### src/rtl/step_shaper_pkg.sv
// Shared types and sizing helpers for the step pulse shaper.
package step_shaper_pkg;

    typedef enum logic [1:0] {
        ST_IDLE  = 2'd0,
        ST_SETUP = 2'd1,
        ST_HIGH  = 2'd2,
        ST_LOW   = 2'd3
    } axis_state_e;

    // Timer must hold the largest of the three phase lengths.
    function automatic int timer_w(input int high_cyc, input int low_cyc, input int setup_cyc);
        int m;
        m = high_cyc;
        if (low_cyc > m)   m = low_cyc;
        if (setup_cyc > m) m = setup_cyc;
        return $clog2(m + 1);
    endfunction

    // FIFO pointer width for a power-of-two depth.
    function automatic int ptr_w(input int depth);
        return $clog2(depth);
    endfunction

endpackage

### src/rtl/step_pulse_shaper_axis.sv
// One axis: request edge detect, direction FIFO, pulse FSM with timer,
// and signed position counter.
module axis_shaper
    import step_shaper_pkg::*;
#(
    parameter int PULSE_HIGH_CYC = 100,
    parameter int PULSE_LOW_CYC  = 100,
    parameter int DIR_SETUP_CYC  = 50,
    parameter int FIFO_DEPTH     = 16,
    parameter int POS_W          = 32
) (
    input  logic             clk_i,
    input  logic             rst_i,
    input  logic             enable_i,
    input  logic             step_i,
    input  logic             dir_i,
    input  logic             pos_clr_i,
    input  logic             ovf_clr_i,
    output logic             step_o,
    output logic             dir_o,
    output logic             busy_o,
    output logic             ovf_o,
    output logic [POS_W-1:0] pos_o
);
    localparam int TW = timer_w(PULSE_HIGH_CYC, PULSE_LOW_CYC, DIR_SETUP_CYC);
    localparam int PW = ptr_w(FIFO_DEPTH);

    localparam logic [TW-1:0]    HIGH_LD   = TW'(PULSE_HIGH_CYC - 1);
    localparam logic [TW-1:0]    LOW_LD    = TW'(PULSE_LOW_CYC - 1);
    localparam logic [TW-1:0]    SETUP_LD  = TW'(DIR_SETUP_CYC - 1);
    localparam logic [TW-1:0]    TMR_ONE   = TW'(1);
    localparam logic [PW-1:0]    PTR_ONE   = PW'(1);
    localparam logic [PW:0]      CNT_ONE   = (PW+1)'(1);
    localparam logic [PW:0]      CNT_FULL  = (PW+1)'(FIFO_DEPTH);
    localparam logic [POS_W-1:0] POS_ONE   = POS_W'(1);

    logic                  step_prev_q;
    logic [FIFO_DEPTH-1:0] fifo_q;
    logic [PW-1:0]         wr_ptr_q, rd_ptr_q;
    logic [PW:0]           cnt_q;
    logic                  ovf_q;
    axis_state_e           state_q, state_d;
    logic [TW-1:0]         timer_q, timer_d;
    logic                  dir_q, dir_d;
    logic [POS_W-1:0]      pos_q, pos_d;

    logic req, empty, full, pop, push_try, push, drop, head, hi_entry;

    assign req      = step_i & ~step_prev_q;
    assign empty    = (cnt_q == '0);
    assign full     = (cnt_q == CNT_FULL);
    assign head     = fifo_q[rd_ptr_q];
    assign pop      = enable_i & ~empty & (state_q == ST_IDLE);
    assign push_try = enable_i & req;
    // A full FIFO still accepts a push when the same cycle pops.
    assign push     = push_try & (~full | pop);
    assign drop     = push_try & full & ~pop;

    // Edge detect on the raw step request.
    always_ff @(posedge clk_i) begin
        if (rst_i) step_prev_q <= 1'b0;
        else       step_prev_q <= step_i;
    end

    // Direction FIFO; enable low flushes it.
    always_ff @(posedge clk_i) begin
        if (rst_i || !enable_i) begin
            fifo_q   <= '0;
            wr_ptr_q <= '0;
            rd_ptr_q <= '0;
            cnt_q    <= '0;
        end else begin
            if (push) begin
                fifo_q[wr_ptr_q] <= dir_i;
                wr_ptr_q         <= wr_ptr_q + PTR_ONE;
            end
            if (pop) rd_ptr_q <= rd_ptr_q + PTR_ONE;
            case ({push, pop})
                2'b10:   cnt_q <= cnt_q + CNT_ONE;
                2'b01:   cnt_q <= cnt_q - CNT_ONE;
                default: cnt_q <= cnt_q;
            endcase
        end
    end

    // Sticky overflow; a new drop wins over a coincident clear.
    always_ff @(posedge clk_i) begin
        if (rst_i) ovf_q <= 1'b0;
        else       ovf_q <= (ovf_q & ~ovf_clr_i) | drop;
    end

    // FSM state, phase timer and registered direction.
    always_ff @(posedge clk_i) begin
        if (rst_i) begin
            state_q <= ST_IDLE;
            timer_q <= '0;
            dir_q   <= 1'b0;
        end else begin
            state_q <= state_d;
            timer_q <= timer_d;
            dir_q   <= dir_d;
        end
    end

    // Next state: direction only changes when leaving IDLE, so it is
    // stable through SETUP, HIGH and LOW.
    always_comb begin
        state_d = state_q;
        timer_d = timer_q;
        dir_d   = dir_q;
        case (state_q)
            ST_IDLE: begin
                if (pop) begin
                    if (head == dir_q) begin
                        state_d = ST_HIGH;
                        timer_d = HIGH_LD;
                    end else begin
                        dir_d   = head;
                        state_d = ST_SETUP;
                        timer_d = SETUP_LD;
                    end
                end
            end
            ST_SETUP: begin
                if (timer_q == '0) begin
                    state_d = ST_HIGH;
                    timer_d = HIGH_LD;
                end else timer_d = timer_q - TMR_ONE;
            end
            ST_HIGH: begin
                if (timer_q == '0) begin
                    state_d = ST_LOW;
                    timer_d = LOW_LD;
                end else timer_d = timer_q - TMR_ONE;
            end
            ST_LOW: begin
                if (timer_q == '0) state_d = ST_IDLE;
                else               timer_d = timer_q - TMR_ONE;
            end
            default: state_d = ST_IDLE;
        endcase
    end

    // Outputs decoded from the registered state.
    always_comb begin
        step_o   = (state_q == ST_HIGH);
        busy_o   = ~empty | (state_q != ST_IDLE);
        hi_entry = (state_d == ST_HIGH) & (state_q != ST_HIGH);
    end

    // Position next value: clear first, then apply the step on HIGH entry.
    always_comb begin
        pos_d = pos_clr_i ? '0 : pos_q;
        if (hi_entry) pos_d = dir_d ? (pos_d + POS_ONE) : (pos_d - POS_ONE);
    end

    // Position register, wraps modulo 2^POS_W.
    always_ff @(posedge clk_i) begin
        if (rst_i) pos_q <= '0;
        else       pos_q <= pos_d;
    end

    assign dir_o = dir_q;
    assign ovf_o = ovf_q;
    assign pos_o = pos_q;

endmodule

### src/rtl/step_pulse_shaper.sv
// Two independent step/dir shaping channels sharing enable and clear pulses.
module step_pulse_shaper
    import step_shaper_pkg::*;
#(
    parameter int PULSE_HIGH_CYC = 100,
    parameter int PULSE_LOW_CYC  = 100,
    parameter int DIR_SETUP_CYC  = 50,
    parameter int FIFO_DEPTH     = 16,
    parameter int POS_W          = 32
) (
    input  logic             PCLK,
    input  logic             PRESERN,
    input  logic             enable,
    input  logic             step1_in,
    input  logic             dir1_in,
    input  logic             step2_in,
    input  logic             dir2_in,
    input  logic             pos_clr,
    input  logic             ovf_clr,
    output logic             step1,
    output logic             dir1,
    output logic             step2,
    output logic             dir2,
    output logic [POS_W-1:0] pos1,
    output logic [POS_W-1:0] pos2,
    output logic             busy1,
    output logic             busy2,
    output logic             ovf1,
    output logic             ovf2
);
    axis_shaper #(
        .PULSE_HIGH_CYC(PULSE_HIGH_CYC), .PULSE_LOW_CYC(PULSE_LOW_CYC),
        .DIR_SETUP_CYC(DIR_SETUP_CYC), .FIFO_DEPTH(FIFO_DEPTH), .POS_W(POS_W)
    ) u_axis1 (
        .clk_i(PCLK), .rst_i(PRESERN), .enable_i(enable),
        .step_i(step1_in), .dir_i(dir1_in),
        .pos_clr_i(pos_clr), .ovf_clr_i(ovf_clr),
        .step_o(step1), .dir_o(dir1), .busy_o(busy1), .ovf_o(ovf1), .pos_o(pos1)
    );

    axis_shaper #(
        .PULSE_HIGH_CYC(PULSE_HIGH_CYC), .PULSE_LOW_CYC(PULSE_LOW_CYC),
        .DIR_SETUP_CYC(DIR_SETUP_CYC), .FIFO_DEPTH(FIFO_DEPTH), .POS_W(POS_W)
    ) u_axis2 (
        .clk_i(PCLK), .rst_i(PRESERN), .enable_i(enable),
        .step_i(step2_in), .dir_i(dir2_in),
        .pos_clr_i(pos_clr), .ovf_clr_i(ovf_clr),
        .step_o(step2), .dir_o(dir2), .busy_o(busy2), .ovf_o(ovf2), .pos_o(pos2)
    );

endmodule

### config.mk
export PLATFORM = sky130hd
export DESIGN_NAME = step_pulse_shaper
export DESIGN_NICKNAME = d
export VERILOG_FILES = /design/src/rtl/step_shaper_pkg.sv /design/src/rtl/step_pulse_shaper_axis.sv /design/src/rtl/step_pulse_shaper.sv
export SDC_FILE = /design/constraint.sdc
export NUM_CORES = 1
export LEC_CHECK = 0
export BUFFER_PORTS_ARGS = -buffer_cell sky130_fd_sc_hd__buf_2
export CAP_MARGIN = 5
export CORE_UTILIZATION = 67
export DETAILED_ROUTE_END_ITERATION = 8
export PLACE_DENSITY = 0.95
export SLEW_MARGIN = 20
export SYNTH_ARGS = -nofsm -noshare
export SYNTH_HDL_FRONTEND = slang
export SYNTH_SLANG_ARGS = --single-unit
export TNS_END_PERCENT = 10
### constraint.sdc
create_clock -name PCLK -period 12.7 [get_ports PCLK]
set_input_delay 0 -clock PCLK [delete_from_list [all_inputs] [get_ports PCLK]]
set_output_delay 0 -clock PCLK [all_outputs]
set_load 0.02 [all_outputs]
==> impl_metrics.xml, run 1 <==
<?xml version="1.0" encoding="UTF-8"?>
<metrics>
  <group name="outcome">
    <metric name="run_status" unit="">finished clean</metric>
  </group>
  <group name="yosys">
    <metric name="synth_fa_ha_area_share" unit="%">7.252</metric>
    <metric name="main_combinational_cell_family_by_area_after_synthesis" unit="">simple AND/OR/NAND/NOR gates</metric>
    <metric name="seq_area_frac_synth" unit="%">26.14</metric>
    <metric name="async_reset_ff_share" unit="%">0</metric>
    <metric name="synth_compound_area_share" unit="%">22.08</metric>
    <metric name="synthCells" unit="">1484</metric>
    <metric name="netlist_area" unit="sq mm">0.01118</metric>
    <metric name="ys_warn_count" unit="">0</metric>
    <metric name="synth_mux_area_share" unit="%">6.503</metric>
    <metric name="syn-mean-instance-area" unit="sq um">7.533</metric>
    <metric name="synth_flop_cell" unit="">dfxtp_1</metric>
    <metric name="synth_simple_gate_area_share" unit="%">26.48</metric>
    <metric name="synthDistinctLibCells" unit="">101</metric>
    <metric name="mappedNetlistNets" unit="">1555</metric>
    <metric name="synth_enable_flop_cells" unit="">0</metric>
    <metric name="synth-seq-cells" unit="">146</metric>
    <metric name="post_synth_xor_area_fraction" unit="%">6.111</metric>
  </group>
  <group name="floorplan">
    <metric name="core-area" unit="sq mm">0.01606</metric>
    <metric name="dieHeight" unit="microns">131.2</metric>
    <metric name="overall_die_width" unit="microns">131.2</metric>
    <metric name="std_cell_rows" unit="">46</metric>
    <metric name="design.portCount" unit="">81</metric>
    <metric name="start_util" unit="%">69.62</metric>
    <metric name="floorplan.die_area" unit="sq mm">0.01721</metric>
  </group>
  <group name="worst_setup_path">
    <metric name="reg2reg_from" unit="">u_axis2.cnt_q[0]</metric>
    <metric name="largest_fanout_of_any_net_on_the_critical_path" unit="">35</metric>
    <metric name="timing.critical_path.slowest_stage_cell" unit="">or4_4</metric>
    <metric name="cpLargestDelayFamily" unit="">simple AND/OR/NAND/NOR gates</metric>
    <metric name="path_class" unit="">flip-flop to flip-flop</metric>
    <metric name="worst_ep_arrival_time" unit="ps">5610</metric>
    <metric name="path_cells" unit="">or4_4 &gt; o211ai_4 &gt; inv_4 &gt; o221a_4 &gt; nor2_8 &gt; inv_2 &gt; buf_4 &gt; xnor2_1 &gt; ha_1 &gt; inv_1 &gt; nor3_1 &gt; nand3_1 &gt; nor4_1 &gt; o221ai_1 &gt; a31oi_1 &gt; o21ai_1 &gt; o21ai_1 &gt; mux2i_1 &gt; xnor2_1 &gt; nor2_1</metric>
    <metric name="worstRegToRegCells" unit="">20</metric>
    <metric name="regToRegEndpoint" unit="">u_axis2.pos_o[26]</metric>
    <metric name="internal_reg_to_reg_setup_slack" unit="ps">7400</metric>
    <metric name="critical_path.startpoint_type" unit="">flip-flop</metric>
    <metric name="critical_path_required" unit="ps">13010</metric>
    <metric name="cp_slowest_stage_delay" unit="ps">580</metric>
    <metric name="cp_num_buf_inv" unit="">4</metric>
    <metric name="timing.critical_path.to_type" unit="">flip-flop</metric>
  </group>
  <group name="power">
    <metric name="peakVddDrop" unit="mV">0.1468</metric>
    <metric name="internal_power" unit="mW">1.448</metric>
    <metric name="swShare" unit="%">45.91</metric>
    <metric name="sequentialPowerShare" unit="%">23.4</metric>
    <metric name="power.net_switching" unit="mW">1.229</metric>
    <metric name="power_density" unit="mW/mm^2">219.7</metric>
    <metric name="power.leakage" unit="nW">5.030</metric>
    <metric name="power.share.combinational" unit="%">58.4</metric>
    <metric name="clkPwrFrac" unit="%">18.2</metric>
  </group>
  <group name="global_routing">
    <metric name="grt_antenna_before_repair" unit="">0</metric>
    <metric name="number_of_global_route_vias_before_repair" unit="">10350</metric>
    <metric name="grt_remaining_overflow" unit="">0</metric>
    <metric name="grtUsageTotal" unit="%">34.44</metric>
    <metric name="grt_start_max_net_pins" unit="">73</metric>
    <metric name="grt_pass1_wl" unit="mm">49.54</metric>
  </group>
  <group name="sta">
    <metric name="setup_tns" unit="ps">0</metric>
    <metric name="tightestPinTransition" unit="ps">1079</metric>
    <metric name="rsz0062_at_grt" unit="">false</metric>
    <metric name="hold_viol_final" unit="">0</metric>
    <metric name="finalClockSkew" unit="ps">11.06</metric>
    <metric name="min_period" unit="ps">5297</metric>
    <metric name="finalCritPeriodShare" unit="%">41.71</metric>
    <metric name="slew_headroom" unit="%">27.78</metric>
    <metric name="report.final.slew_viol_count" unit="">0</metric>
    <metric name="finalSetupViolations" unit="">0</metric>
    <metric name="maximum_operating_frequency" unit="MHz">188.8</metric>
  </group>
  <group name="placement">
    <metric name="numPortBuffers" unit="">80</metric>
    <metric name="place_hpwl" unit="mm">19.70</metric>
    <metric name="gpl.final_weighted_congestion" unit="">0.9895</metric>
  </group>
  <group name="clock_network">
    <metric name="htree_levels" unit="">4</metric>
    <metric name="clock_sink_count" unit="">146</metric>
    <metric name="cts_tree" unit="">yes</metric>
    <metric name="worst_skew_pair.late_latency" unit="ps">450</metric>
    <metric name="cell_chosen_for_the_clock_root" unit="">clkbuf_16</metric>
    <metric name="cts_inserted_buffers" unit="">17</metric>
    <metric name="clockBufferDepth" unit="">2</metric>
    <metric name="worst_setup_hold_path_clk_slew" unit="ps">70</metric>
    <metric name="cts-resized-gates" unit="">0</metric>
  </group>
  <group name="finish">
    <metric name="antenna_cells_inserted" unit="">0</metric>
    <metric name="final_core_utilization" unit="%">75.88</metric>
    <metric name="filler_cell_count" unit="">1129</metric>
    <metric name="syn2layout_area_growth" unit="%">8.998</metric>
    <metric name="fin_nets" unit="">1577</metric>
    <metric name="final_common_cell" unit="">nor2_1</metric>
    <metric name="area_of_the_multi_input_gates" unit="sq mm">0.007672</metric>
    <metric name="layout.cells.most_common_list" unit="">183 x nor2_1, 148 x nand2_1, 146 x dfxtp_1, 121 x a21oi_1, 80 x buf_2</metric>
    <metric name="seqCellArea" unit="sq mm">0.002923</metric>
    <metric name="layout-drive-gt1-share" unit="%">11.40</metric>
  </group>
  <group name="routing">
    <metric name="wl_per_cell" unit="microns">17.08</metric>
    <metric name="route.detailed.vias_per_inst" unit="">6.520</metric>
    <metric name="wirelength" unit="mm">29.62</metric>
    <metric name="first_pass_iters" unit="">8</metric>
    <metric name="drcViolationCount" unit="">0</metric>
    <metric name="route.vias.total" unit="">11310</metric>
    <metric name="drt.antenna.violating_nets" unit="">0</metric>
    <metric name="first_iter_violations" unit="">1507</metric>
  </group>
  <group name="worst_hold_path">
    <metric name="min_path_cells" unit="">2</metric>
    <metric name="hold_path.class" unit="">input pin to flip-flop</metric>
    <metric name="timing.hold.worst_endpoint" unit="">u_axis2.pos_o[24]</metric>
    <metric name="timing.hold.worst.start" unit="">PRESERN</metric>
  </group>
  <group name="flow_run">
    <metric name="maxCapViolations" unit="">0</metric>
  </group>
</metrics>
stage by stage:
| step | power [mW] | instances | hold slack, ps | instance area (sq um) | setup slack [ps] |
|---|---|---|---|---|---|
| global route | 2.849 | 1734 | 83.66 | 12190 | 6934 |
| global placement | 2.101 | 1697 | 223.7 | 11570 | 7673 |
| finish | 2.677 | 1734 | 66.63 | 12190 | 7403 |
| detailed placement | 2.139 | 1697 | 233.0 | 11570 | 7500 |
| CTS | 2.640 | 1734 | 51.89 | 12190 | 7479 |
| floorplan | 1.826 | 1484 | 128.2 | 11180 | 7422 |
final cells by class:
cell class / count / share of cell area, %
clock buffers: 18 / 3.522
repair buffers: 97 / 4.456
inverters: 58 / 1.807
well taps: 216 / 2.218
flip-flops and latches: 146 / 23.99
clock inverters: 13 / 1.047
multi-input cells: 1186 / 62.96
cells by family after synthesis:
logic type | after synthesis
buf+inv | 152
mux | 62
fa+ha+maj | 64
compound gates | 373
xor+xnor | 78
simple gates | 609
flops | 146
worst max-delay path by stage:
stage,start,end,slack [ps],cells after the start
2_1_floorplan,u_axis2.rd_ptr_q[1],u_axis2.pos_o[27],7420,21
3_3_place_gp,u_axis2.cnt_q[0],u_axis2.pos_o[26],7670,20
3_5_place_dp,u_axis2.cnt_q[0],u_axis2.pos_o[26],7500,20
4_1_cts,u_axis2.cnt_q[0],u_axis2.pos_o[26],7480,20
5_1_grt,u_axis2.cnt_q[0],u_axis2.pos_o[26],6930,20
6_report,u_axis2.cnt_q[0],u_axis2.pos_o[26],7400,20
Yosys cell counts, types with 19 or more instances:
cell	n	area share, %
ha_1	60	6.7
clkbuf_1	66	2.2
nand2_1	149	5.0
nor3_1	52	2.3
inv_1	54	1.8
o21ai_0	74	3.3
nand3_1	55	2.5
dfxtp_1	146	26
a21oi_1	121	5.4
xor2_1	22	1.7
mux2i_1	46	4.1
xnor2_1	56	4.4
nor2b_1	46	2.6
nand2b_1	19	1.1
a21o_1	31	2.1
nor2_1	183	6.1
what timing repair did:
item / CTS / global route
buffers inserted: 0 / 0
hold buffers: 6 / 0
hold endpoints to repair: 11 / 0
per-layer routing:
layer	track usage, %	part of all wire, %	vias to the layer above
li1	-	-	5341
met1	43.94	41	5260
met2	56.09	47	601
met3	6.096	8.6	104
met4	16.67	3.4	0
met5	0	0	-
flip-flops by register name, indices dropped and copies added, names as in the netlist:
signal,count
u_axis1.cnt_q,5
u_axis1.dir_o,1
u_axis1.fifo_q,16
u_axis1.ovf_o,1
u_axis1.pos_o,32
u_axis1.rd_ptr_q,4
u_axis1.state_q,2
u_axis1.step_prev_q,1
u_axis1.timer_q,7
u_axis1.wr_ptr_q,4
u_axis2.cnt_q,5
u_axis2.dir_o,1
u_axis2.fifo_q,16
u_axis2.ovf_o,1
u_axis2.pos_o,32
u_axis2.rd_ptr_q,4
u_axis2.state_q,2
u_axis2.step_prev_q,1
u_axis2.timer_q,7
u_axis2.wr_ptr_q,4
power groups by stage:
stage / Sequential [mW] / Clock (mW) / Combinational [mW]
6_report: 0.627 / 0.487 / 1.56
5_1_grt: 0.636 / 0.510 / 1.70
4_1_cts: 0.622 / 0.489 / 1.53
3_5_place_dp: 0.631 / 0 / 1.51
3_3_place_gp: 0.629 / 0 / 1.47
2_1_floorplan: 0.664 / 0 / 1.16
(Power assumes the default switching activity.)
==> inputs of run 2 (changes only) <==
--- a/config.mk
+++ b/config.mk
@@ -7,9 +7,9 @@
 export LEC_CHECK = 0
 export BUFFER_PORTS_ARGS = -buffer_cell sky130_fd_sc_hd__buf_2
 export CAP_MARGIN = 5
-export CORE_UTILIZATION = 67
+export CORE_UTILIZATION = 56
 export DETAILED_ROUTE_END_ITERATION = 8
-export PLACE_DENSITY = 0.95
+export PLACE_DENSITY = 0.86
 export SLEW_MARGIN = 20
 export SYNTH_ARGS = -nofsm -noshare
 export SYNTH_HDL_FRONTEND = slang
==> constraint.sdc (replaced) <==
create_clock -name PCLK -period 4.42 [get_ports PCLK]
set_input_delay 0 -clock PCLK [delete_from_list [all_inputs] [get_ports PCLK]]
set_output_delay 0 -clock PCLK [all_outputs]
set_load 0.02 [all_outputs]
==> run 2 against run 1 <==
Effect of this change: via count down 0.79%; largest cell class unchanged; clock-buffer cell count is the same; non-clock buffer count is 34 higher; hold slack better by 22 ps; core utilization is 11 points lower; critical path type unchanged; sequential power rose to 2.9 times the previous value; maximum frequency increased by 20%; cell area rose by 3.2%; die area is 19% higher; first-iteration DRC count shrank 32%; register-to-register slack lost 7400 ps.
==> impl_metrics.xml, run 2 (same netlist as run 1, synthesis figures left out) <==
<?xml version="1.0" encoding="UTF-8"?>
<metrics>
  <group name="flow_run">
    <metric name="maxCapViolations" unit="">0</metric>
  </group>
  <group name="worst_hold_path">
    <metric name="hold_path.class" unit="">input pin to flip-flop</metric>
  </group>
  <group name="floorplan">
    <metric name="std_cell_rows" unit="">51</metric>
    <metric name="overall_die_width" unit="microns">143.3</metric>
    <metric name="design.portCount" unit="">81</metric>
    <metric name="core-area" unit="sq mm">0.01953</metric>
    <metric name="dieHeight" unit="microns">143.3</metric>
    <metric name="start_util" unit="%">57.25</metric>
    <metric name="floorplan.die_area" unit="sq mm">0.02053</metric>
  </group>
  <group name="finish">
    <metric name="syn2layout_area_growth" unit="%">12.51</metric>
    <metric name="fin_cells" unit="">1814</metric>
    <metric name="final_design_area_no_fill" unit="sq mm">0.01258</metric>
    <metric name="fin_nets" unit="">1611</metric>
    <metric name="filler_cell_count" unit="">1676</metric>
    <metric name="layout.cells.most_common_list" unit="">183 x nor2_1, 148 x nand2_1, 144 x dfxtp_1, 121 x a21oi_1, 80 x buf_2</metric>
    <metric name="layout-drive-gt1-share" unit="%">13.82</metric>
    <metric name="antenna_cells_inserted" unit="">0</metric>
    <metric name="final_core_utilization" unit="%">64.42</metric>
    <metric name="final_common_cell" unit="">nor2_1</metric>
  </group>
  <group name="worst_setup_path">
    <metric name="internal_reg_to_reg_setup_slack" unit="ps">20</metric>
    <metric name="worst_ep_arrival_time" unit="ps">4720</metric>
    <metric name="largest_fanout_of_any_net_on_the_critical_path" unit="">15</metric>
    <metric name="critical_path_required" unit="ps">4740</metric>
    <metric name="path_class" unit="">flip-flop to flip-flop</metric>
    <metric name="critical_path.startpoint_type" unit="">flip-flop</metric>
    <metric name="timing.critical_path.to_type" unit="">flip-flop</metric>
  </group>
  <group name="sta">
    <metric name="slew_headroom" unit="%">25.63</metric>
    <metric name="finalSetupViolations" unit="">0</metric>
    <metric name="maximum_operating_frequency" unit="MHz">227.2</metric>
    <metric name="min_period" unit="ps">4401</metric>
    <metric name="finalClockSkew" unit="ps">13.12</metric>
    <metric name="finalCritPeriodShare" unit="%">99.57</metric>
    <metric name="tightestPinTransition" unit="ps">1112</metric>
    <metric name="fin_ws" unit="ps">19.03</metric>
    <metric name="hold_viol_final" unit="">0</metric>
    <metric name="report.final.slew_viol_count" unit="">0</metric>
    <metric name="rsz0062_at_grt" unit="">true</metric>
  </group>
  <group name="global_routing">
    <metric name="grt_util_met1" unit="%">38.44</metric>
    <metric name="grt_remaining_overflow" unit="">0</metric>
    <metric name="grt_start_max_net_pins" unit="">59</metric>
    <metric name="groute.layer.met2.usage" unit="%">48.29</metric>
    <metric name="grt_pass1_wl" unit="mm">48.93</metric>
    <metric name="top_usage_layer" unit="">met2</metric>
    <metric name="number_of_global_route_vias_before_repair" unit="">10230</metric>
    <metric name="grtUsageTotal" unit="%">29.44</metric>
    <metric name="grt_antenna_before_repair" unit="">0</metric>
    <metric name="grtUsageMet3" unit="%">4.165</metric>
  </group>
  <group name="placement">
    <metric name="placement.setup.worst_slack" unit="ps">15.66</metric>
    <metric name="placed_cells" unit="">1774</metric>
    <metric name="dpl-instance-area" unit="sq mm">0.01187</metric>
    <metric name="gpl.final_weighted_congestion" unit="">0.9876</metric>
    <metric name="place_hpwl" unit="mm">21.02</metric>
    <metric name="numPortBuffers" unit="">80</metric>
  </group>
  <group name="routing">
    <metric name="wl_per_cell" unit="microns">16.70</metric>
    <metric name="wirelength" unit="mm">30.30</metric>
    <metric name="route.vias.total" unit="">11220</metric>
    <metric name="first_pass_iters" unit="">8</metric>
    <metric name="first_iter_violations" unit="">1027</metric>
    <metric name="drcViolationCount" unit="">0</metric>
    <metric name="drt.antenna.violating_nets" unit="">0</metric>
    <metric name="route.detailed.vias_per_inst" unit="">6.184</metric>
  </group>
  <group name="clock_network">
    <metric name="cts_inserted_buffers" unit="">17</metric>
    <metric name="htree_levels" unit="">4</metric>
    <metric name="worst_skew_pair.late_latency" unit="ps">430</metric>
    <metric name="cell_chosen_for_the_clock_root" unit="">clkbuf_16</metric>
    <metric name="clockBufferDepth" unit="">2</metric>
    <metric name="worst_setup_hold_path_clk_slew" unit="ps">60</metric>
    <metric name="clock_sink_count" unit="">146</metric>
    <metric name="cts_tree" unit="">yes</metric>
  </group>
  <group name="power">
    <metric name="power.leakage" unit="nW">5.220</metric>
    <metric name="peakVddDrop" unit="mV">0.3222</metric>
    <metric name="power_density" unit="mW/mm^2">625.5</metric>
  </group>
  <group name="outcome">
    <metric name="run_status" unit="">finished clean</metric>
  </group>
</metrics>
-- run 2: cell count changes in the layout (fill, tap and decap cells not counted), sizes merged --
| cell | before | now |
|---|---|---|
| bufinv | 1 | 2 |
| inv | 63 | 57 |
| buf | 91 | 125 |
| clkinv | 4 | 6 |
-- run 2: area by class of cell --
class / instances / area (sq um) / area share (%)
Tap cell: 265 / 331.6 / 2.636
Sequential cell: 146 / 2928 / 23.28
Clock buffer: 18 / 439.2 / 3.491
Inverter: 58 / 230.2 / 1.830
Clock inverter: 10 / 115.1 / 0.9151
Timing Repair Buffer: 131 / 798.3 / 6.346
Multi-Input combinational cell: 1186 / 7736 / 61.50
-- run 2: path summary, 6_finish.rpt --
check,start,to,cells past startpoint
worst max-delay path,u_axis2.cnt_q[1],u_axis2.pos_o[27],18
worst min register to register,u_axis2.timer_q[1],u_axis2.timer_q[1],2
worst min-delay path,PRESERN,u_axis1.pos_o[16],2
worst max register to register,u_axis2.cnt_q[1],u_axis2.pos_o[27],18
-- run 2: per-layer routing --
metal  up-vias  wire (microns)
met2       484           14150
met3        84            2023
met4         0             960
met5         -               0
met1      5242           13170
li1       5407               -
-- run 2: power by group --
part           leakage [nW]  internal (mW)  switching (mW)
sequential             1.19           1.53           0.275
clock                 0.265          0.830           0.582
combinational          3.77           1.95            2.69
-- run 2: through the flow --
step	TNS [ps]	hold slack (ps)	power (mW)
final	0	89.06	7.868
after global routing	-529.8	132.2	8.365
after CTS	0	83.65	7.711
after detailed placement	0	242.9	6.256
after global placement	0	222.3	6.164
after floorplan	-670.4	128.2	5.264
-- run 2: what timing repair did --
action | 4_1_cts | 5_1_grt
setup buffers | 1 | 5
hold buffers | 6 | 0
gates resized for setup | 0 | 11
endpoints found under the hold margin | 12 | 0
setup endpoints to repair | 1 | 14
pin swaps | 2 | 7
-- run 2: critical path, cell delays in order, from the launching register on --
cell and delay [ps]:
dfxtp_1 310, or4_4 550, o211ai_4 240, clkinv_4 130
o221a_4 160, nor2_8 140, inv_8 80, ha_4 280
nand2b_4 60, a31oi_1 140, nor2_1 80, or4_1 420
mux2_4 300, a221o_1 350, a21oi_2 220, o32ai_2 120
o21a_1 230, mux2i_1 170, mux2_1 330
==> inputs of run 3 (changes only) <==
--- a/config.mk
+++ b/config.mk
@@ -7,9 +7,9 @@
 export LEC_CHECK = 0
 export BUFFER_PORTS_ARGS = -buffer_cell sky130_fd_sc_hd__buf_2
 export CAP_MARGIN = 5
-export CORE_UTILIZATION = 56
+export CORE_UTILIZATION = 50
 export DETAILED_ROUTE_END_ITERATION = 8
-export PLACE_DENSITY = 0.86
+export PLACE_DENSITY = 0.71
 export SLEW_MARGIN = 20
 export SYNTH_ARGS = -nofsm -noshare
 export SYNTH_HDL_FRONTEND = slang
==> run 3 against run 2 <==
Effect of this change: core utilization down 6.7 points; cell count up 1.0%; worst setup slack improved by 120 ps; clock-buffer cell count rose by 1; non-clock buffer count is the same; critical endpoint unchanged; largest power group unchanged.
==> impl_metrics.xml, run 3 (same netlist as run 1, synthesis figures left out) <==
<?xml version="1.0" encoding="UTF-8"?>
<metrics>
  <group name="finish">
    <metric name="final_core_utilization" unit="%">57.70</metric>
    <metric name="fin_nets" unit="">1611</metric>
    <metric name="layout.cells.most_common_list" unit="">183 x nor2_1, 148 x nand2_1, 144 x dfxtp_1, 121 x a21oi_1, 79 x buf_2</metric>
    <metric name="syn2layout_area_growth" unit="%">12.99</metric>
    <metric name="fin_cells" unit="">1833</metric>
    <metric name="final_common_cell" unit="">nor2_1</metric>
    <metric name="layout-drive-gt1-share" unit="%">13.84</metric>
    <metric name="filler_cell_count" unit="">2097</metric>
    <metric name="antenna_cells_inserted" unit="">0</metric>
  </group>
  <group name="worst_setup_path">
    <metric name="timing.critical_path.to_type" unit="">flip-flop</metric>
    <metric name="path_cells" unit="">or4_4 &gt; o211ai_4 &gt; inv_4 &gt; o221a_4 &gt; nor2_8 &gt; inv_4 &gt; ha_4 &gt; nand2b_4 &gt; a31oi_2 &gt; nor2_1 &gt; or4_1 &gt; mux2_4 &gt; a221o_1 &gt; a21oi_2 &gt; o32ai_2 &gt; o21a_1 &gt; mux2i_1 &gt; mux2_1</metric>
    <metric name="crit_path_frequent_cell" unit="">inv_4</metric>
    <metric name="path_class" unit="">flip-flop to flip-flop</metric>
    <metric name="timing.critical_path.slowest_stage_cell" unit="">or4_4</metric>
    <metric name="cp_slowest_stage_delay" unit="ps">550</metric>
    <metric name="critical_path.startpoint_type" unit="">flip-flop</metric>
    <metric name="critical_path_required" unit="ps">4730</metric>
    <metric name="cp_num_buf_inv" unit="">2</metric>
    <metric name="cpLargestDelayFamily" unit="">compound AO/OA/AOI/OAI gates</metric>
    <metric name="worst_ep_arrival_time" unit="ps">4590</metric>
    <metric name="internal_reg_to_reg_setup_slack" unit="ps">140</metric>
    <metric name="largest_fanout_of_any_net_on_the_critical_path" unit="">7</metric>
  </group>
  <group name="routing">
    <metric name="route.detailed.vias_per_inst" unit="">5.933</metric>
    <metric name="wirelength" unit="mm">29.36</metric>
    <metric name="first_pass_iters" unit="">7</metric>
    <metric name="route.vias.total" unit="">10880</metric>
    <metric name="first_iter_violations" unit="">907</metric>
    <metric name="wl_per_cell" unit="microns">16.02</metric>
    <metric name="drcViolationCount" unit="">0</metric>
    <metric name="drt.antenna.violating_nets" unit="">0</metric>
  </group>
  <group name="floorplan">
    <metric name="std_cell_rows" unit="">54</metric>
    <metric name="dieHeight" unit="microns">151.5</metric>
    <metric name="overall_die_width" unit="microns">151.5</metric>
    <metric name="design.portCount" unit="">81</metric>
    <metric name="core-area" unit="sq mm">0.02189</metric>
    <metric name="start_util" unit="%">51.07</metric>
    <metric name="floorplan.die_area" unit="sq mm">0.02296</metric>
  </group>
  <group name="placement">
    <metric name="placement.setup.worst_slack" unit="ps">38.92</metric>
    <metric name="placed_cells" unit="">1792</metric>
    <metric name="place_hpwl" unit="mm">20.87</metric>
    <metric name="gpl.final_weighted_congestion" unit="">0.9734</metric>
    <metric name="numPortBuffers" unit="">80</metric>
  </group>
  <group name="clock_network">
    <metric name="htree_levels" unit="">4</metric>
    <metric name="cell_chosen_for_the_clock_root" unit="">clkbuf_16</metric>
    <metric name="worst_skew_pair.late_latency" unit="ps">420</metric>
    <metric name="clockBufferDepth" unit="">2</metric>
    <metric name="cts_tree" unit="">yes</metric>
    <metric name="worst_setup_hold_path_clk_slew" unit="ps">70</metric>
    <metric name="cts_inserted_buffers" unit="">17</metric>
    <metric name="clock_sink_count" unit="">146</metric>
  </group>
  <group name="sta">
    <metric name="tightestPinTransition" unit="ps">1048</metric>
    <metric name="slew_headroom" unit="%">28.17</metric>
    <metric name="finalHoldWorstSlack" unit="ps">116.7</metric>
    <metric name="min_period" unit="ps">4282</metric>
    <metric name="report.final.slew_viol_count" unit="">0</metric>
    <metric name="rsz0062_at_grt" unit="">true</metric>
    <metric name="finalSetupViolations" unit="">0</metric>
    <metric name="finalClockSkew" unit="ps">8.023</metric>
    <metric name="maximum_operating_frequency" unit="MHz">233.5</metric>
    <metric name="fin_ws" unit="ps">137.7</metric>
    <metric name="finalCritPeriodShare" unit="%">96.88</metric>
    <metric name="hold_viol_final" unit="">0</metric>
  </group>
  <group name="global_routing">
    <metric name="grtUsageTotal" unit="%">25.90</metric>
    <metric name="grt_start_max_net_pins" unit="">60</metric>
    <metric name="grt_pass1_wl" unit="mm">48.13</metric>
    <metric name="grt_antenna_before_repair" unit="">0</metric>
    <metric name="grt_remaining_overflow" unit="">0</metric>
    <metric name="number_of_global_route_vias_before_repair" unit="">9789</metric>
  </group>
  <group name="power">
    <metric name="peakVddDrop" unit="mV">0.2758</metric>
    <metric name="swShare" unit="%">44.89</metric>
    <metric name="clkPwrFrac" unit="%">18.6</metric>
    <metric name="power.leakage" unit="nW">5.242</metric>
    <metric name="power.net_switching" unit="mW">3.551</metric>
    <metric name="power.share.combinational" unit="%">58.6</metric>
    <metric name="power_density" unit="mW/mm^2">626.1</metric>
    <metric name="sequentialPowerShare" unit="%">22.8</metric>
    <metric name="internal_power" unit="mW">4.358</metric>
  </group>
  <group name="worst_hold_path">
    <metric name="hold_path.class" unit="">input pin to flip-flop</metric>
  </group>
  <group name="flow_run">
    <metric name="maxCapViolations" unit="">0</metric>
  </group>
  <group name="outcome">
    <metric name="run_status" unit="">finished clean</metric>
  </group>
</metrics>
==> run 3: cell types whose count changed in the layout (fill, tap and decap cells not counted), sizes merged <==
cell,previous run,this run
clkbuf,18,19
clkinv,6,3
clkinvlp,3,2
inv,57,64
==> run 3: what timing repair did <==
item	4_1_cts	5_1_grt
buffers inserted	0	3
resized for setup	0	7
endpoints found under the setup margin	0	12
hold buffers	6	0
hold endpoints to repair	33	0
==> run 3: routing by layer <==
layer	share of wire [%]	global-route usage [%]	routed length, microns
met5	0	0	0
met4	2.0	9.010	583
met3	6.4	3.533	1880
met2	45	41.19	13220
met1	47	35.76	13670
==> run 3: power by group through the flow <==
stage	sequential (mW)	combinational (mW)	clock, mW
final	1.80	4.63	1.47
after global routing	1.83	5.11	1.56
after CTS	1.79	4.50	1.50
after detailed placement	1.82	4.46	0
after global placement	1.82	4.44	0
after floorplan	1.91	3.36	0
==> run 3: metrics by stage <==
step,area (sq um),power [mW],TNS [ps]
3_3_place_gp,11930,6.258,0
2_1_floorplan,11240,5.264,-670.4
5_1_grt,12630,8.502,-69.02
4_1_cts,12580,7.793,0
3_5_place_dp,11930,6.282,0
6_report,12630,7.909,0
==> run 3: tightest hold or removal path, stage by stage <==
cell      delay [ps]
buf_2            140
buf_4            180
nand4b_1         110
a21oi_1           60
==> run 3: worst paths after layout <==
kind | from | to | cells after the start
max | u_axis2.cnt_q[3] | u_axis2.pos_o[27] | 18
min | enable | u_axis1.ovf_o | 4
max reg2reg | u_axis2.cnt_q[3] | u_axis2.pos_o[27] | 18
min reg2reg | u_axis2.timer_q[1] | u_axis2.timer_q[1] | 2
==> run 3: cell type report <==
type	count	area [sq um]	share of cell area, %
inverters	58	225.2	1.783
clock inverters	13	146.4	1.159
clock buffers	19	442.9	3.506
multi-input cells	1186	7729	61.18
repair buffers	131	813.3	6.438
well taps	280	350.3	2.773
flip-flops and latches	146	2925	23.16
